**src/rtl/hex_packet_tx.sv**
```systemverilog
// hex_packet_tx: serialises a RESOLUTION-bit word as uppercase ASCII hex characters,
// most significant nibble first, followed by a carriage return (0x0D). Each byte is
// presented on o_txreg/o_txvalid and advances only when the sink raises i_ready.
// Optional build macro HEX_PACKET_CHECKSUM_EN: inserts two hex characters holding the
// XOR of all data characters between the last data character and the terminator.
module hex_packet_tx #(
  parameter int unsigned RESOLUTION = 64
) (
  input  logic                  i_intclk,
  input  logic                  i_reset,
  input  logic [RESOLUTION-1:0] i_data,
  input  logic                  i_start,
  input  logic                  i_ready,
  output logic [7:0]            o_txreg,
  output logic                  o_txvalid,
  output logic                  o_busy,
  output logic                  o_dropped
);

  localparam int unsigned NumNib = RESOLUTION / 4;
  localparam int unsigned CntW   = $clog2(NumNib) + 1;
  localparam logic [CntW-1:0] CntLast = CntW'(NumNib - 1);

`ifdef HEX_PACKET_CHECKSUM_EN
  typedef enum logic [2:0] {
    StIdle   = 3'd0,
    StSend   = 3'd1,
    StCsumHi = 3'd2,
    StCsumLo = 3'd3,
    StTerm   = 3'd4
  } state_e;
`else
  typedef enum logic [2:0] {
    StIdle = 3'd0,
    StSend = 3'd1,
    StTerm = 3'd4
  } state_e;
`endif

  state_e                r_state;
  logic [RESOLUTION-1:0] r_shadow;
  logic [CntW-1:0]       r_cnt;
  logic [7:0]            r_csum;
  logic [7:0]            r_txreg;
  logic                  r_txvalid;
  logic                  r_busy;
  logic                  r_dropped;

  logic                  w_xfer;
  logic [CntW-1:0]       w_next_idx;
  logic [3:0]            w_nib;
  logic [3:0]            w_top_nib;
  logic [7:0]            w_csum_next;

  // Nibble 0..15 to uppercase ASCII hex.
  function automatic logic [7:0] hex_char(input logic [3:0] n);
    if (n < 4'd10) return 8'h30 + {4'h0, n};
    else           return 8'h37 + {4'h0, n};
  endfunction

  assign w_xfer      = r_txvalid & i_ready;
  assign w_next_idx  = r_cnt - CntW'(1);
  assign w_nib       = r_shadow[{w_next_idx, 2'b00} +: 4];
  assign w_top_nib   = i_data[RESOLUTION-1 -: 4];
  assign w_csum_next = r_csum ^ r_txreg;

  // Packet FSM; the next byte is computed on the transfer edge so outputs stay registered.
  always_ff @(posedge i_intclk) begin
    if (i_reset) begin
      r_state   <= StIdle;
      r_shadow  <= '0;
      r_cnt     <= '0;
      r_csum    <= '0;
      r_txreg   <= 8'h00;
      r_txvalid <= 1'b0;
      r_busy    <= 1'b0;
      r_dropped <= 1'b0;
    end else begin
      r_dropped <= i_start && (r_state != StIdle);
      case (r_state)
        StIdle: begin
          if (i_start) begin
            r_shadow  <= i_data;
            r_cnt     <= CntLast;
            r_csum    <= '0;
            r_txreg   <= hex_char(w_top_nib);
            r_txvalid <= 1'b1;
            r_busy    <= 1'b1;
            r_state   <= StSend;
          end
        end
        StSend: begin
          if (w_xfer) begin
            r_csum <= w_csum_next;
            if (r_cnt == '0) begin
`ifdef HEX_PACKET_CHECKSUM_EN
              r_txreg <= hex_char(w_csum_next[7:4]);
              r_state <= StCsumHi;
`else
              r_txreg <= 8'h0D;
              r_state <= StTerm;
`endif
            end else begin
              r_cnt   <= w_next_idx;
              r_txreg <= hex_char(w_nib);
            end
          end
        end
`ifdef HEX_PACKET_CHECKSUM_EN
        StCsumHi: begin
          if (w_xfer) begin
            r_txreg <= hex_char(r_csum[3:0]);
            r_state <= StCsumLo;
          end
        end
        StCsumLo: begin
          if (w_xfer) begin
            r_txreg <= 8'h0D;
            r_state <= StTerm;
          end
        end
`endif
        StTerm: begin
          if (w_xfer) begin
            r_txvalid <= 1'b0;
            r_busy    <= 1'b0;
            r_state   <= StIdle;
          end
        end
        default: begin
          r_txvalid <= 1'b0;
          r_busy    <= 1'b0;
          r_state   <= StIdle;
        end
      endcase
    end
  end

  assign o_txreg   = r_txreg;
  assign o_txvalid = r_txvalid;
  assign o_busy    = r_busy;
  assign o_dropped = r_dropped;

endmodule

```
**config.mk**
```make
export PLATFORM = sky130hd
export DESIGN_NAME = hex_packet_tx
export DESIGN_NICKNAME = d
export VERILOG_FILES = /design/src/rtl/hex_packet_tx.sv
export SDC_FILE = /design/constraint.sdc
export NUM_CORES = 1
export LEC_CHECK = 0
export ABC_AREA = 1
export CORE_MARGIN = 3
export CORE_UTILIZATION = 51
export DETAILED_ROUTE_END_ITERATION = 16
export HOLD_SLACK_MARGIN = 0.06
export PLACE_DENSITY = 0.8
export SLEW_MARGIN = 20
export SYNTH_ARGS = -nofsm -noshare
export SYNTH_HDL_FRONTEND = slang
export SYNTH_SLANG_ARGS = --single-unit
export TNS_END_PERCENT = 1
```
**constraint.sdc**
```tcl
create_clock -name i_intclk -period 2.5 [get_ports i_intclk]
set_input_delay 0.75 -clock i_intclk [delete_from_list [all_inputs] [get_ports i_intclk]]
set_output_delay 0.75 -clock i_intclk [all_outputs]
set_load 0.1 [all_outputs]
```
==> results_dict.tcl <==
set metrics [dict create \
    path_depth 17 \
    dr_total_vias 3695 \
    drc_errors 0 \
    synth-main-ff-cell "dfxtp_1" \
    core_area_um2 6940 \
    gr-total-overflow 0 \
    tritoncts "done" \
    yosys-top-cells-count "99 x nor2_1, 98 x nand2_1, 80 x dfxtp_1" \
    synthToLayoutAreaGrowth_pct 27.4 \
    io_buffers 77 \
    hp-class "register to register" \
    post_cts_buffers 0 \
    grt_pass1_wl_mm 15.4 \
    end_kind "register" \
    period_minus_slack_ns 2.24 \
    cpMaxStageDelayCell "dfxtp_1" \
    cp_num_buf_inv 4 \
    reg2reg_to "o_txreg[2]" \
    reg2reg_slack_ns 0.26 \
    hp-start "r_shadow[35]" \
    ys_seq_area_frac 0.427 \
    diodes 0 \
    clock_sinks 80 \
    drt_iter0_markers 152 \
    hold_buffers 0 \
    syn-num-nets 618 \
    cpMostUsedCell "nand2_1" \
    yosysUniqueCellTypes 29 \
    synth.avg_cell_area_um2 6.85 \
    status "completed" \
    cts_buffers 9 \
    slew_violations 0 \
    viasPerCell 5.19 \
    r2r_cells 17 \
    cts_buffer_depth 2 \
    critPathTopFamily "simple AND/OR/NAND/NOR gates" \
    worst-setup-path-type "register to register" \
    ant_nets 0 \
    wirelength_mm 9.13 \
    setup_viol 0 \
    synth_top_area_share 0.427 \
    synth_most_common_cell "nor2_1" \
    fillers 615 \
    start_util 0.540 \
    num_rows 30 \
    cellPowerDensity_nw_per_um2 980 \
    drv_cap 0 \
    nNetsFinal 682 \
    synth_area_leaders "dfxtp_1 43%, nor2_1 9.9%, nand2_1 9.8%, o21ai_0 9.3%, nand3_1 8.4%" \
    grt.total_usage 0.219 \
    clock_latency_ns 0.34 \
    ys_warn_count 0 \
    fin_skew_ns 0.00759 \
    hold_depth 2 \
    crit_chain "inv_1, ha_2, inv_1, nand2_1, nand2_2, inv_2, nand3_1, nand3_1, nand3_2, ha_1, inv_1, nand2_1, nand2_1, nand2_1, nand3_1, nand2_1, a21oi_2" \
    arrival_ns 2.52 \
    holdPathEnd "r_shadow[35]" \
    async_reset_ff_frac 0 \
    antenna_found_initial 0 \
    synth_edf_count 0 \
    peakVddDrop_mv 0.477 \
    worstPathMaxFanout 10 \
    drtPass1Iterations 4 \
    p_total_mw 4.68 \
    fin_crit_sh 0.896 \
    layout-drive-gt1-share 0.0860 \
    gp_congestion 0.882 \
    ioPinCount 79 \
    fp.dieArea_um2 8420 \
    dieHeight_um 91.7 \
    crit_required_ns 2.78 \
    syn-cell-area_um2 3750 \
    cts-root-buf "clkbuf_8" \
    ys_ff_latch 80 \
    finalHoldViolCount 0 \
    grt_setup_unrepaired "no" \
    grt_pass1_vias 3377 \
    cts.reportedPaths.clkPinSlew_ns 0.08 \
    grt_max_degree 71 \
    r2r_start "r_cnt[1]" \
    hpwl_mm 6.33 \
    h-tree-depth 3 \
    critPathMaxStageDelay_ns 0.30 \
    maxClockFrequency_mhz 446 \
    yosysTopAreaCell "dfxtp_1" \
    p_leak_nw 2.02 \
    netlist_instances 547 \
    die_w_um 91.7 \
    start_kind "register" \
    wl_per_cell_um 12.8 \
    final.setup.tns_ns 0 \
]
-- cells by family after synthesis --
logic type | count (synthesis) | synth area share
and+or+nand+nor | 275 | 0.310
AOI/OAI and AO/OA | 113 | 0.160
DFF | 80 | 0.427
buffers and inverters | 75 | 0.0921
adders and majority gates | 3 | 0.0100
other | 1 | 0.00100
-- state kept, by name, summed over array words and instances (netlist names) --
name,cells
r_shadow,64
o_txreg,7
r_cnt,5
r_state,2
o_busy,1
o_dropped,1
-- cells in the final DEF (no fill, tap or decap), types with 2 or more instances in the layout --
master / netlist / final
nand3_2: 4 / 4
buf_4: 3 / 16
nand3_1: 63 / 63
nor2_1: 99 / 99
nand2_2: 3 / 4
clkdlybuf4s50_1: 0 / 67
nor3_1: 2 / 2
clkbuf_8: 0 / 10
buf_12: 0 / 2
a221oi_1: 3 / 3
nand4_1: 3 / 3
a31oi_1: 2 / 2
o21ai_0: 70 / 70
inv_1: 36 / 36
ha_1: 3 / 2
dfxtp_1: 80 / 80
nor2_2: 2 / 2
a21oi_2: 3 / 3
nand2_1: 98 / 97
bufinv_16: 0 / 3
inv_2: 5 / 4
a21oi_1: 32 / 32
-- metrics by stage --
| stage | hold slack [ns] | util | instances | cell area (um^2) | worst slack [ns] |
|---|---|---|---|---|---|
| after detailed placement | 0.445 | 0.651 | 696 | 4520 | 0.182 |
| final | 0.456 | 0.688 | 712 | 4780 | 0.259 |
| after CTS | 0.458 | 0.686 | 712 | 4770 | 0.273 |
| after global routing | 0.465 | 0.688 | 712 | 4780 | 0.0481 |
| after global placement | 0.441 | 0.651 | 696 | 4520 | 0.221 |
| after floorplan | 0.429 | - | 547 | 3750 | 0.339 |
-- cell type report --
cell class	instances	area, um^2	area share
Tap cell	96	120	0.0252
Inverter	42	160	0.0335
Timing Repair Buffer	86	842	0.176
Sequential cell	80	1600	0.335
Clock buffer	11	141	0.0296
Clock inverter	5	104	0.0217
Multi-Input combinational cell	392	1810	0.378
-- report_power, final --
part | total, mW | internal [mW] | switching, mW
Sequential | 1.55 | 1.46 | 0.0881
Clock | 1.16 | 0.692 | 0.468
Combinational | 1.97 | 0.649 | 1.32
-- repair_timing --
item / 4_1_cts / 5_1_grt
hold endpoints to repair: 0 / 0
endpoints found under the setup margin: 0 / 1
resized for setup: 0 / 4
-- routing by layer --
layer  share of wire  vias up  GRT usage
met3           0.058       17     0.0435
met4           0.018        0     0.0743
met5               0        -          0
met2            0.46      100      0.363
met1            0.46     1659      0.286
li1                -     1919          -
-- how the worst max path moves through the flow --
stage / from / end / slack, ns
2_1_floorplan: r_cnt[0] / o_txreg[2] / 0.34
3_3_place_gp: i_start / o_txreg[3] / 0.22
3_5_place_dp: i_start / o_txreg[3] / 0.18
4_1_cts: r_cnt[0] / o_txreg[2] / 0.27
5_1_grt: r_cnt[1] / o_txreg[2] / 0.05
6_report: r_cnt[1] / o_txreg[2] / 0.26
-- worst min-delay path, stage by stage (launching register included) --
cell	delay (ns)
dfxtp_1	0.31
inv_1	0.06
a21oi_1	0.05
Power figures use the tool's default switching activity.
